## config.mk

```make
export PLATFORM = sky130hd
export DESIGN_NAME = sub_128bit_iter
export DESIGN_NICKNAME = d
export VERILOG_FILES = /design/src/rtl/sub_128bit_iter.sv
export SDC_FILE = /design/constraint.sdc
export NUM_CORES = 1
export LEC_CHECK = 0
export CORE_MARGIN = 2
export CORE_UTILIZATION = 47
export DETAILED_ROUTE_END_ITERATION = 12
export PLACE_DENSITY = 0.77
export RECOVER_POWER = 25
export SKIP_LAST_GASP = 1
export SYNTH_ARGS = -nofsm -noshare
export SYNTH_HDL_FRONTEND = slang
export SYNTH_SLANG_ARGS = --single-unit
```

## constraint.sdc

```tcl
create_clock -name clk -period 4 [get_ports clk]
set_input_delay 0.8 -clock clk [delete_from_list [all_inputs] [get_ports clk]]
set_output_delay 0.8 -clock clk [all_outputs]
set_load 0.02 [all_outputs]
```

## src/rtl/sub_128bit_iter.sv

```systemverilog
// Iterative 128-bit subtractor (diff = a - b - bin), CHUNK_W bits per cycle, LSB chunk first.
// Optional registered zero flag on output port `zero` when SUB128_ZERO_FLAG_EN is defined.
module sub_128bit_iter #(
    parameter int unsigned CHUNK_W = 32
) (
    input  logic         clk,
    input  logic         rst_n,
    input  logic         in_valid,
    output logic         in_ready,
    input  logic [127:0] a,
    input  logic [127:0] b,
    input  logic         bin,
    output logic         out_valid,
    input  logic         out_ready,
    output logic [127:0] diff,
    output logic         bout
`ifdef SUB128_ZERO_FLAG_EN
    ,
    output logic         zero
`endif
);

    localparam int unsigned CW_SAFE = (CHUNK_W == 0) ? 1 : CHUNK_W;
    localparam int unsigned N       = 128 / CW_SAFE;
    localparam int unsigned CNT_W   = (N > 1) ? $clog2(N) : 1;
    localparam int unsigned SW      = CW_SAFE + 1;

    // A power of two no larger than 128 always divides 128 evenly.
    if (CHUNK_W == 0 || CHUNK_W > 128 || (CHUNK_W & (CHUNK_W - 1)) != 0) begin : g_bad_chunk
        $error("sub_128bit_iter: CHUNK_W must be a power of two in 1..128");
    end

    typedef enum logic [1:0] {
        IDLE,
        CALC,
        DONE
    } state_e;

    state_e             state_q, state_d;
    logic [CNT_W-1:0]   cnt_q, cnt_d;
    logic [127:0]       a_q, a_d;
    logic [127:0]       b_q, b_d;
    logic [127:0]       diff_q, diff_d;
    logic               borrow_q, borrow_d;
    logic               bout_q, bout_d;
`ifdef SUB128_ZERO_FLAG_EN
    logic               zero_q, zero_d;
`endif

    logic [CW_SAFE-1:0] a_k, b_k;
    logic [SW-1:0]      sub_k;

    always_comb begin
        a_k = '0;
        b_k = '0;
        for (int unsigned k = 0; k < N; k++) begin
            if (cnt_q == CNT_W'(k)) begin
                a_k = a_q[k*CW_SAFE +: CW_SAFE];
                b_k = b_q[k*CW_SAFE +: CW_SAFE];
            end
        end
        // MSB of the widened difference is the chunk borrow-out.
        sub_k = {1'b0, a_k} - {1'b0, b_k} - SW'(borrow_q);
    end

    always_comb begin
        state_d   = state_q;
        cnt_d     = cnt_q;
        a_d       = a_q;
        b_d       = b_q;
        diff_d    = diff_q;
        borrow_d  = borrow_q;
        bout_d    = bout_q;
`ifdef SUB128_ZERO_FLAG_EN
        zero_d    = zero_q;
`endif
        in_ready  = 1'b0;
        out_valid = 1'b0;

        case (state_q)
            IDLE: begin
                in_ready = 1'b1;
                if (in_valid) begin
                    a_d      = a;
                    b_d      = b;
                    borrow_d = bin;
                    cnt_d    = '0;
`ifdef SUB128_ZERO_FLAG_EN
                    zero_d   = 1'b1;
`endif
                    state_d  = CALC;
                end
            end
            CALC: begin
                for (int unsigned k = 0; k < N; k++) begin
                    if (cnt_q == CNT_W'(k)) begin
                        diff_d[k*CW_SAFE +: CW_SAFE] = sub_k[CW_SAFE-1:0];
                    end
                end
                borrow_d = sub_k[CW_SAFE];
`ifdef SUB128_ZERO_FLAG_EN
                zero_d   = zero_q & (sub_k[CW_SAFE-1:0] == '0);
`endif
                if (cnt_q == CNT_W'(N - 1)) begin
                    bout_d  = sub_k[CW_SAFE];
                    state_d = DONE;
                end else begin
                    cnt_d = cnt_q + CNT_W'(1);
                end
            end
            DONE: begin
                out_valid = 1'b1;
                if (out_ready) begin
                    state_d = IDLE;
                end
            end
            default: begin
                state_d = IDLE;
            end
        endcase
    end

    always_ff @(posedge clk or negedge rst_n) begin
        if (!rst_n) begin
            state_q  <= IDLE;
            cnt_q    <= '0;
            a_q      <= '0;
            b_q      <= '0;
            diff_q   <= '0;
            borrow_q <= 1'b0;
            bout_q   <= 1'b0;
`ifdef SUB128_ZERO_FLAG_EN
            zero_q   <= 1'b0;
`endif
        end else begin
            state_q  <= state_d;
            cnt_q    <= cnt_d;
            a_q      <= a_d;
            b_q      <= b_d;
            diff_q   <= diff_d;
            borrow_q <= borrow_d;
            bout_q   <= bout_d;
`ifdef SUB128_ZERO_FLAG_EN
            zero_q   <= zero_d;
`endif
        end
    end

    assign diff = diff_q;
    assign bout = bout_q;
`ifdef SUB128_ZERO_FLAG_EN
    assign zero = zero_q;
`endif

endmodule
```

==> metrics.csv, run 1 <==
metric,value,unit
drv_slew,103,
syn_area,19100,um2
finalNetCount,2751,
die-height,205,um
overflow,0,
design.die.area,42200,um2
clkSinkCount,390,
rows,73,
drt-initial-drc-count,1270,
antenna_found_initial,10,
crit_required,4510,ps
yosysSeqAreaShare,51.2,%
track_usage,29.1,%
synth.area.top_cells,"dfrtp_1 51%, mux2_2 15%, a21oi_1 5.1%",
fillers,2766,
drv_cap,1,
synth_enable_flop_cells,0,
period_share,105,%
synth_top_area_share,51.2,%
grt_max_degree,120,
cp_max_fo,7,
syn_inst,1868,
grt_pass1_vias,16700,
run_status,"finished, violations left",
core-area,39900,um2
cp-end-kind,flip-flop,
cts_made_buffers,41,
hold_viol_final,0,
violations,"capacitance limit, slew limit, setup timing",
wl,61.8,mm
relSlewSlack,-92.7,%
globalplace.congestion,0.932,
hp-class,reg2reg,
grt_setup_unrepaired,yes,
clock_skew,18.9,ps
yosys_warnings,0,
place_area,24900,um2
cts_hold_buf,0,
design_area,28200,um2
tritoncts,done,
syn-num-nets,2195,
h-tree-depth,2,
ys_seq_elements,390,
drt_first_pass_iters,5,
dp_hpwl,44.0,mm
area_delta_synth_final,47.9,%
drive_gt1_share,33.7,%
synth_largest_area_cell,dfrtp_1,
fin_crit,4220,ps
async_reset_ff_share,100,%
grt_first_pass_wirelength,93.7,mm
fin_ws,-217,ps
ioPinCount,392,
crit_type,reg2reg,
clk_latency,590,ps
clk_pin_slew_worst_paths,60,ps
cp-start-kind,flip-flop,
finalSetupViolCount,58,
die_w,205,um
final_antenna_net_count,0,
routed_via_density,5.50,
mostFrequentLayoutCells,"390 x dfrtp_1, 390 x clkdlybuf4s50_1, 260 x mux2_2",
clock_path_buffers,3,
vias,16500,
fmax,237,MHz
initial_utilization,47.8,%
wire_per_inst,20.7,um
port-buffer-count,391,
final_util,70.7,%
syn_area_per_cell,10.2,um2
arrival,4730,ps
synth_ff_type,dfrtp_1,
drc,0,
root_buffer,clkbuf_16,
worst_slew_pin_slew,2890,ps
synth_cell_types,64,
==> through the flow <==
step	hold slack (ps)	std cells	worst slack (ps)	setup TNS [ps]
2_1_floorplan	481	1868	1.89	0
3_3_place_gp	461	2873	-478	-23450
3_5_place_dp	469	2873	-544	-31410
4_1_cts	303	2976	-97.5	-1610
5_1_grt	498	2991	-318	-17300
6_report	480	2992	-217	-5730
==> what timing repair did <==
item	4_1_cts	5_1_grt
buffers inserted	32	10
endpoints found under the hold margin	0	0
endpoints found under the setup margin	94	90
pin swaps	83	70
gates cloned	3	0
resized for setup	234	146
==> per-layer routing <==
| layer | part of all wire [%] | track usage [%] |
|---|---|---|
| met1 | 41 | 38.5 |
| met2 | 48 | 47.6 |
| met3 | 7.0 | 4.59 |
| met4 | 4.2 | 12.4 |
| met5 | 0 | 0 |
==> registers in the layout, indices dropped and copies added (netlist names) <==
signal,cells
a_q,128
b_q,128
borrow_q,1
bout,1
cnt_q,2
diff,128
state_q,2
==> worst paths after layout <==
| path | startpoint | endpoint | depth (start not counted) | slack, ps |
|---|---|---|---|---|
| max in group asynchronous | rst_n | a_q[103] | 2 | 980 |
| max | cnt_q[0] | diff[91] | 23 | -220 |
| min in group asynchronous | rst_n | a_q[39] | 1 | 1100 |
| min | diff[75] | diff[75] | 2 | 480 |
| min reg2reg | diff[75] | diff[75] | 2 | 480 |
| max reg2reg | cnt_q[0] | diff[91] | 23 | -220 |
==> logic make-up (layout without fill, tap and decap cells) <==
kind of cell    after synthesis  after routing  synth area share [%]
mux                         265            265                  15.6
other cells                   0             10                     0
flops                       390            390                  51.2
compound gates              432            432                  12.9
simple gates                498            498                  10.8
xor+xnor                     25             25                  1.27
buf+inv                     192            781                  3.88
fa+ha+maj                    66             66                  4.41
==> critical path, cell delays in order (launching register included) <==
cell and delay, ps:
dfrtp_1 410, buf_6 140, ha_4 180, buf_12 150, buf_12 130, buf_16 140, nor2_4 90, a21oi_2 40
nor2_1 120, a21oi_1 60, o21ai_2 240, ha_4 250, inv_2 70, ha_4 210, a21o_1 190, a21o_1 220
a221o_2 440, a211oi_4 260, o21ba_4 190, buf_12 120, buf_8 120, buf_6 90, nand4_1 130, nand3_2 120
==> synth_stat cells, types with 8 or more instances <==
| cell | number |
|---|---|
| dfrtp_1 | 390 |
| mux2_2 | 260 |
| nand2_1 | 244 |
| a21oi_1 | 194 |
| nor2_1 | 176 |
| o21ai_0 | 154 |
| clkbuf_1 | 103 |
| inv_1 | 70 |
| ha_1 | 64 |
| nand3_1 | 18 |
| buf_1 | 15 |
| nand4_1 | 14 |
| a21o_1 | 11 |
| xnor2_1 | 11 |
| xor2_1 | 11 |
| and2_1 | 8 |
| nand2b_1 | 8 |
| nor2b_1 | 8 |
==> area by class of cell <==
type | instances | area, um2 | share of cell area [%]
timing repair buffer | 635 | 6120 | 21.7
clock inverter | 18 | 297 | 1.05
sequential | 390 | 9760 | 34.6
inverter | 70 | 265 | 0.940
tap | 525 | 657 | 2.33
clock buffer | 58 | 1200 | 4.25
antenna | 10 | 25.0 | 0.0887
multi-input combinational | 1286 | 9890 | 35.1
Power of run 1 is not shown: default switching activity piles up to over one toggle a cycle in this logic, so the estimate is an artifact.
==> run 2, diff against run 1 <==
--- a/config.mk
+++ b/config.mk
@@ -6,9 +6,9 @@
 export NUM_CORES = 1
 export LEC_CHECK = 0
 export CORE_MARGIN = 2
-export CORE_UTILIZATION = 47
+export CORE_UTILIZATION = 45
 export DETAILED_ROUTE_END_ITERATION = 12
-export PLACE_DENSITY = 0.77
+export PLACE_DENSITY = 0.74
 export RECOVER_POWER = 25
 export SKIP_LAST_GASP = 1
 export SYNTH_ARGS = -nofsm -noshare
==> metrics.csv, run 2 (synthesis gave the netlist of run 1 again) <==
metric,value,unit
drc,0,
grt_max_degree,86,
design_area,28600,um2
clk_latency,580,ps
final_util,68.3,%
initial_utilization,45.6,%
worst_r2r_endpoint,diff[82],
track_usage,27.6,%
gr-usage-met2,45.0,%
design.die.area,44100,um2
finalSetupViolCount,70,
wire_per_inst,20.9,um
drv_cap,1,
die_w,210,um
fin_ws,-186,ps
drv_slew,84,
gr-usage-met1,36.1,%
fin_crit,4190,ps
globalplace.congestion,0.940,
ioPinCount,392,
multiInputGateArea,10100,um2
drt_first_pass_iters,6,
register_area,9760,um2
core-area,41900,um2
place_area,24800,um2
crit_required,4420,ps
use_met3,5.27,%
cp_max_fo,6,
routed_via_density,5.51,
rows,75,
fillers,2964,
hold_viol_final,0,
busiest_layer,met2,
run_status,"finished, violations left",
hp-class,reg2reg,
dp_hpwl,44.2,mm
fin_hold_ws,480,ps
clock_path_buffers,3,
cts_hold_buf,0,
finalNetCount,2750,
reg2reg_slack,-190,ps
drt-initial-drc-count,1326,
cp-end-kind,flip-flop,
overflow,0,
grt_setup_unrepaired,yes,
worst_slew_pin_slew,2310,ps
violations,"capacitance limit, slew limit, setup timing",
final_antenna_net_count,0,
area_delta_synth_final,49.7,%
die-height,210,um
relSlewSlack,-54.3,%
grt_first_pass_wirelength,94.0,mm
arrival,4610,ps
wl,63.0,mm
cts_made_buffers,43,
port-buffer-count,391,
mostFrequentLayoutCells,"390 x dfrtp_1, 390 x clkdlybuf4s50_1, 257 x mux2_2",
grt_pass1_vias,16700,
regToRegStartpoint,cnt_q[1],
endpoint,diff[82],
period_share,105,%
rr_worst_depth,23,
cp-start-kind,flip-flop,
root_buffer,clkbuf_16,
antenna_found_initial,18,
h-tree-depth,2,
clock_skew,27.4,ps
cp-startpoint,cnt_q[1],
clk_pin_slew_worst_paths,60,ps
clkSinkCount,390,
crit_type,reg2reg,
vias,16600,
drive_gt1_share,34.4,%
fmax,239,MHz
tritoncts,done,
[run 2: cell types whose count changed in the layout (fill, tap and decap cells not counted), sizes merged, moves of 3 or more]
cell / previous run / this run
buf: 239 / 235
bufinv: 7 / 4
clkbuf: 64 / 67
clkinv: 6 / 11
diode: 10 / 15
[run 2: layer usage]
layer  wire length [um]  vias up
met1              26200     8224
met4               2320        6
met3               4200      141
met2              30200      647
met5                 41        -
li1                   -     7572
[run 2: layout make-up]
| type | instances | area share [%] |
|---|---|---|
| Multi-Input combinational cell | 1286 | 35.5 |
| Sequential cell | 390 | 34.2 |
| Timing Repair Buffer | 632 | 21.9 |
| Clock buffer | 61 | 4.29 |
| Tap cell | 539 | 2.36 |
| Inverter | 70 | 0.929 |
| Clock inverter | 18 | 0.749 |
| Antenna cell | 15 | 0.131 |
[run 2: timing repair]
action | CTS | global route
setup buffers | 31 | 27
setup endpoints to repair | 89 | 93
gates resized for setup | 171 | 296
cloned | 4 | 3
pin swaps | 68 | 142
[run 2: stage by stage]
step / TNS [ps] / std cells / worst slack (ps)
floorplan: 0 / 1868 / 1.89
global placement: -18560 / 2859 / -436
detailed placement: -24160 / 2859 / -499
CTS: -3300 / 2970 / -148
global route: -19690 / 3011 / -348
finish: -7570 / 3011 / -186
[run 2: worst min-delay path by stage]
stage / startpoint / endpoint / slack [ps] / cells after the start
after global placement: diff[78] / diff[78] / 460 / 2
after global routing: diff[64] / diff[64] / 510 / 2
final: diff[109] / diff[109] / 480 / 2
after detailed placement: diff[20] / diff[20] / 470 / 2
after floorplan: a_q[0] / a_q[0] / 480 / 1
after CTS: rst_n / a_q[7] / 250 / 1
[run 2: worst max-delay path, cell delays in order (launching register included)]
cell	delay, ps
dfrtp_1	390
inv_2	90
ha_4	180
buf_12	140
buf_6	130
nand2_1	70
nor2_1	40
a21oi_1	120
nor2_1	80
a21oi_1	130
nor2_1	80
a21oi_2	210
ha_1	290
inv_2	70
ha_4	230
o21a_1	190
o211ai_1	320
a211oi_4	80
or3_4	440
a211oi_4	220
buf_6	160
buf_6	120
xor2_4	180
o21ai_1	80
Power of run 2 is left out for the same reason.
==> run 3, diff against run 2 <==
--- a/config.mk
+++ b/config.mk
@@ -8,7 +8,7 @@
 export CORE_MARGIN = 2
 export CORE_UTILIZATION = 45
 export DETAILED_ROUTE_END_ITERATION = 12
-export PLACE_DENSITY = 0.74
+export PLACE_DENSITY_LB_ADDON = 0.12
 export RECOVER_POWER = 25
 export SKIP_LAST_GASP = 1
 export SYNTH_ARGS = -nofsm -noshare
==> metrics.csv, run 3 (synthesis gave the netlist of run 1 again) <==
metric,value,unit
run_status,"finished, violations left",
violations,"capacitance limit, slew limit, setup timing",
cp_common_cell,ha_4,
post_layout_nonfiller_instances,2974,
mostFrequentLayoutCells,"390 x dfrtp_1, 390 x clkdlybuf4s50_1, 258 x mux2_2",
crit_required,4420,ps
place_area,24800,um2
rr_worst_depth,23,
overflow,0,
regToRegStartpoint,cnt_q[1],
min_delay_worst_endpoint,diff[60],
path_cells,inv_2 -> buf_6 -> ha_4 -> buf_4 -> buf_12 -> buf_6 -> nor2_2 -> a21oi_1 -> nor2_1 -> a21oi_2 -> nor2_2 -> a21oi_4 -> ha_4 -> inv_2 -> ha_4 -> a211o_1 -> o211ai_1 -> a21oi_2 -> or3_4 -> a211oi_4 -> o31ai_2 -> xnor2_2 -> o21ai_1,
area_delta_synth_final,45.3,%
grt_max_degree,111,
relSlewSlack,-65.2,%
crit_type,reg2reg,
initial_utilization,45.6,%
worst_slew_pin_slew,2480,ps
cts_hold_buf,0,
drc,0,
vias,15800,
fmax,233,MHz
track_usage,25.9,%
fin_crit,4290,ps
wire_per_inst,20.0,um
ioPinCount,392,
antenna_found_initial,2,
drv_slew,93,
finalSetupViolCount,73,
design.die.area,44100,um2
fin_ws,-294,ps
grt_pass1_vias,15700,
h-tree-depth,2,
globalplace.congestion,0.882,
hold_viol_final,0,
tritoncts,done,
grt_setup_unrepaired,yes,
hp-class,reg2reg,
clk_pin_slew_worst_paths,60,ps
drv_cap,1,
routed_via_density,5.32,
met1_length,26.4,mm
clock_skew,28.8,ps
wl_met3,3.26,mm
wl,59.3,mm
grt_first_pass_wirelength,88.5,mm
dp_hpwl,43.0,mm
design_area,27700,um2
worst_r2r_endpoint,diff[122],
drt-initial-drc-count,1199,
period_share,107,%
path_buf_inv,6,
reg2reg_slack,-290,ps
die-height,210,um
worstHoldStart,diff[60],
clock_path_buffers,3,
rows,75,
cp-end-kind,flip-flop,
cp-start-kind,flip-flop,
cpLargestDelayFamily,compound AO/OA/AOI/OAI gates,
clk_latency,580,ps
tns,-11830,ps
cts_made_buffers,43,
placedCellCount,2863,
hold_path_depth,2,
cp_max_fo,7,
dr.max_layer_used,met4,
cpPeakStageDelay,420,ps
root_buffer,clkbuf_16,
drt_first_pass_iters,5,
finalNetCount,2725,
core-area,41900,um2
drive_gt1_share,29.8,%
die_w,210,um
port-buffer-count,391,
wl_met2,28.2,mm
dp_slack,-354,ps
final_antenna_net_count,0,
clkSinkCount,390,
crit_slowest_cell,or3_4,
arrival,4710,ps
run 3: worst min-delay path, stage by stage (launching register included):
cell	delay (ps)
dfrtp_1	340
nand2_1	60
o21ai_2	50
run 3: cell type report:
type	instances	area, um2
Inverter	70	263
Timing Repair Buffer	607	5930
Antenna cell	2	5.00
Multi-Input combinational cell	1286	9500
Tap cell	539	674
Clock inverter	26	389
Sequential cell	390	9760
Fill cell	3330	14100
Clock buffer	54	1190
run 3: what timing repair did:
action | in CTS | in global routing
resized for setup | 25 | 220
pin swaps | 5 | 85
endpoints found under the setup margin | 86 | 98
setup buffers | 3 | 17
cloned | 1 | 9
run 3: how the worst max path moves through the flow:
stage | end | depth (start not counted) | slack (ps) | start
global route | diff[122] | 23 | -470 | cnt_q[1]
global placement | diff[25] | 22 | -290 | cnt_q[1]
finish | diff[122] | 23 | -290 | cnt_q[1]
CTS | diff[118] | 22 | -230 | cnt_q[1]
detailed placement | diff[121] | 23 | -350 | cnt_q[1]
floorplan | diff[31] | 23 | 2 | cnt_q[1]
run 3: layer usage:
| layer | vias to the layer above | global-route usage (%) |
|---|---|---|
| li1 | 7518 | - |
| met1 | 7758 | 36.4 |
| met2 | 461 | 42.0 |
| met3 | 81 | 3.62 |
| met4 | 0 | 7.51 |
| met5 | - | 0 |
run 3: metrics by stage:
step / utilization (%) / hold slack (ps)
detailed placement: 59.3 / 469
floorplan: - / 481
finish: 66.2 / 475
global placement: 59.3 / 460
CTS: 63.4 / 254
global route: 66.2 / 495
Power of run 3 is left out for the same reason.
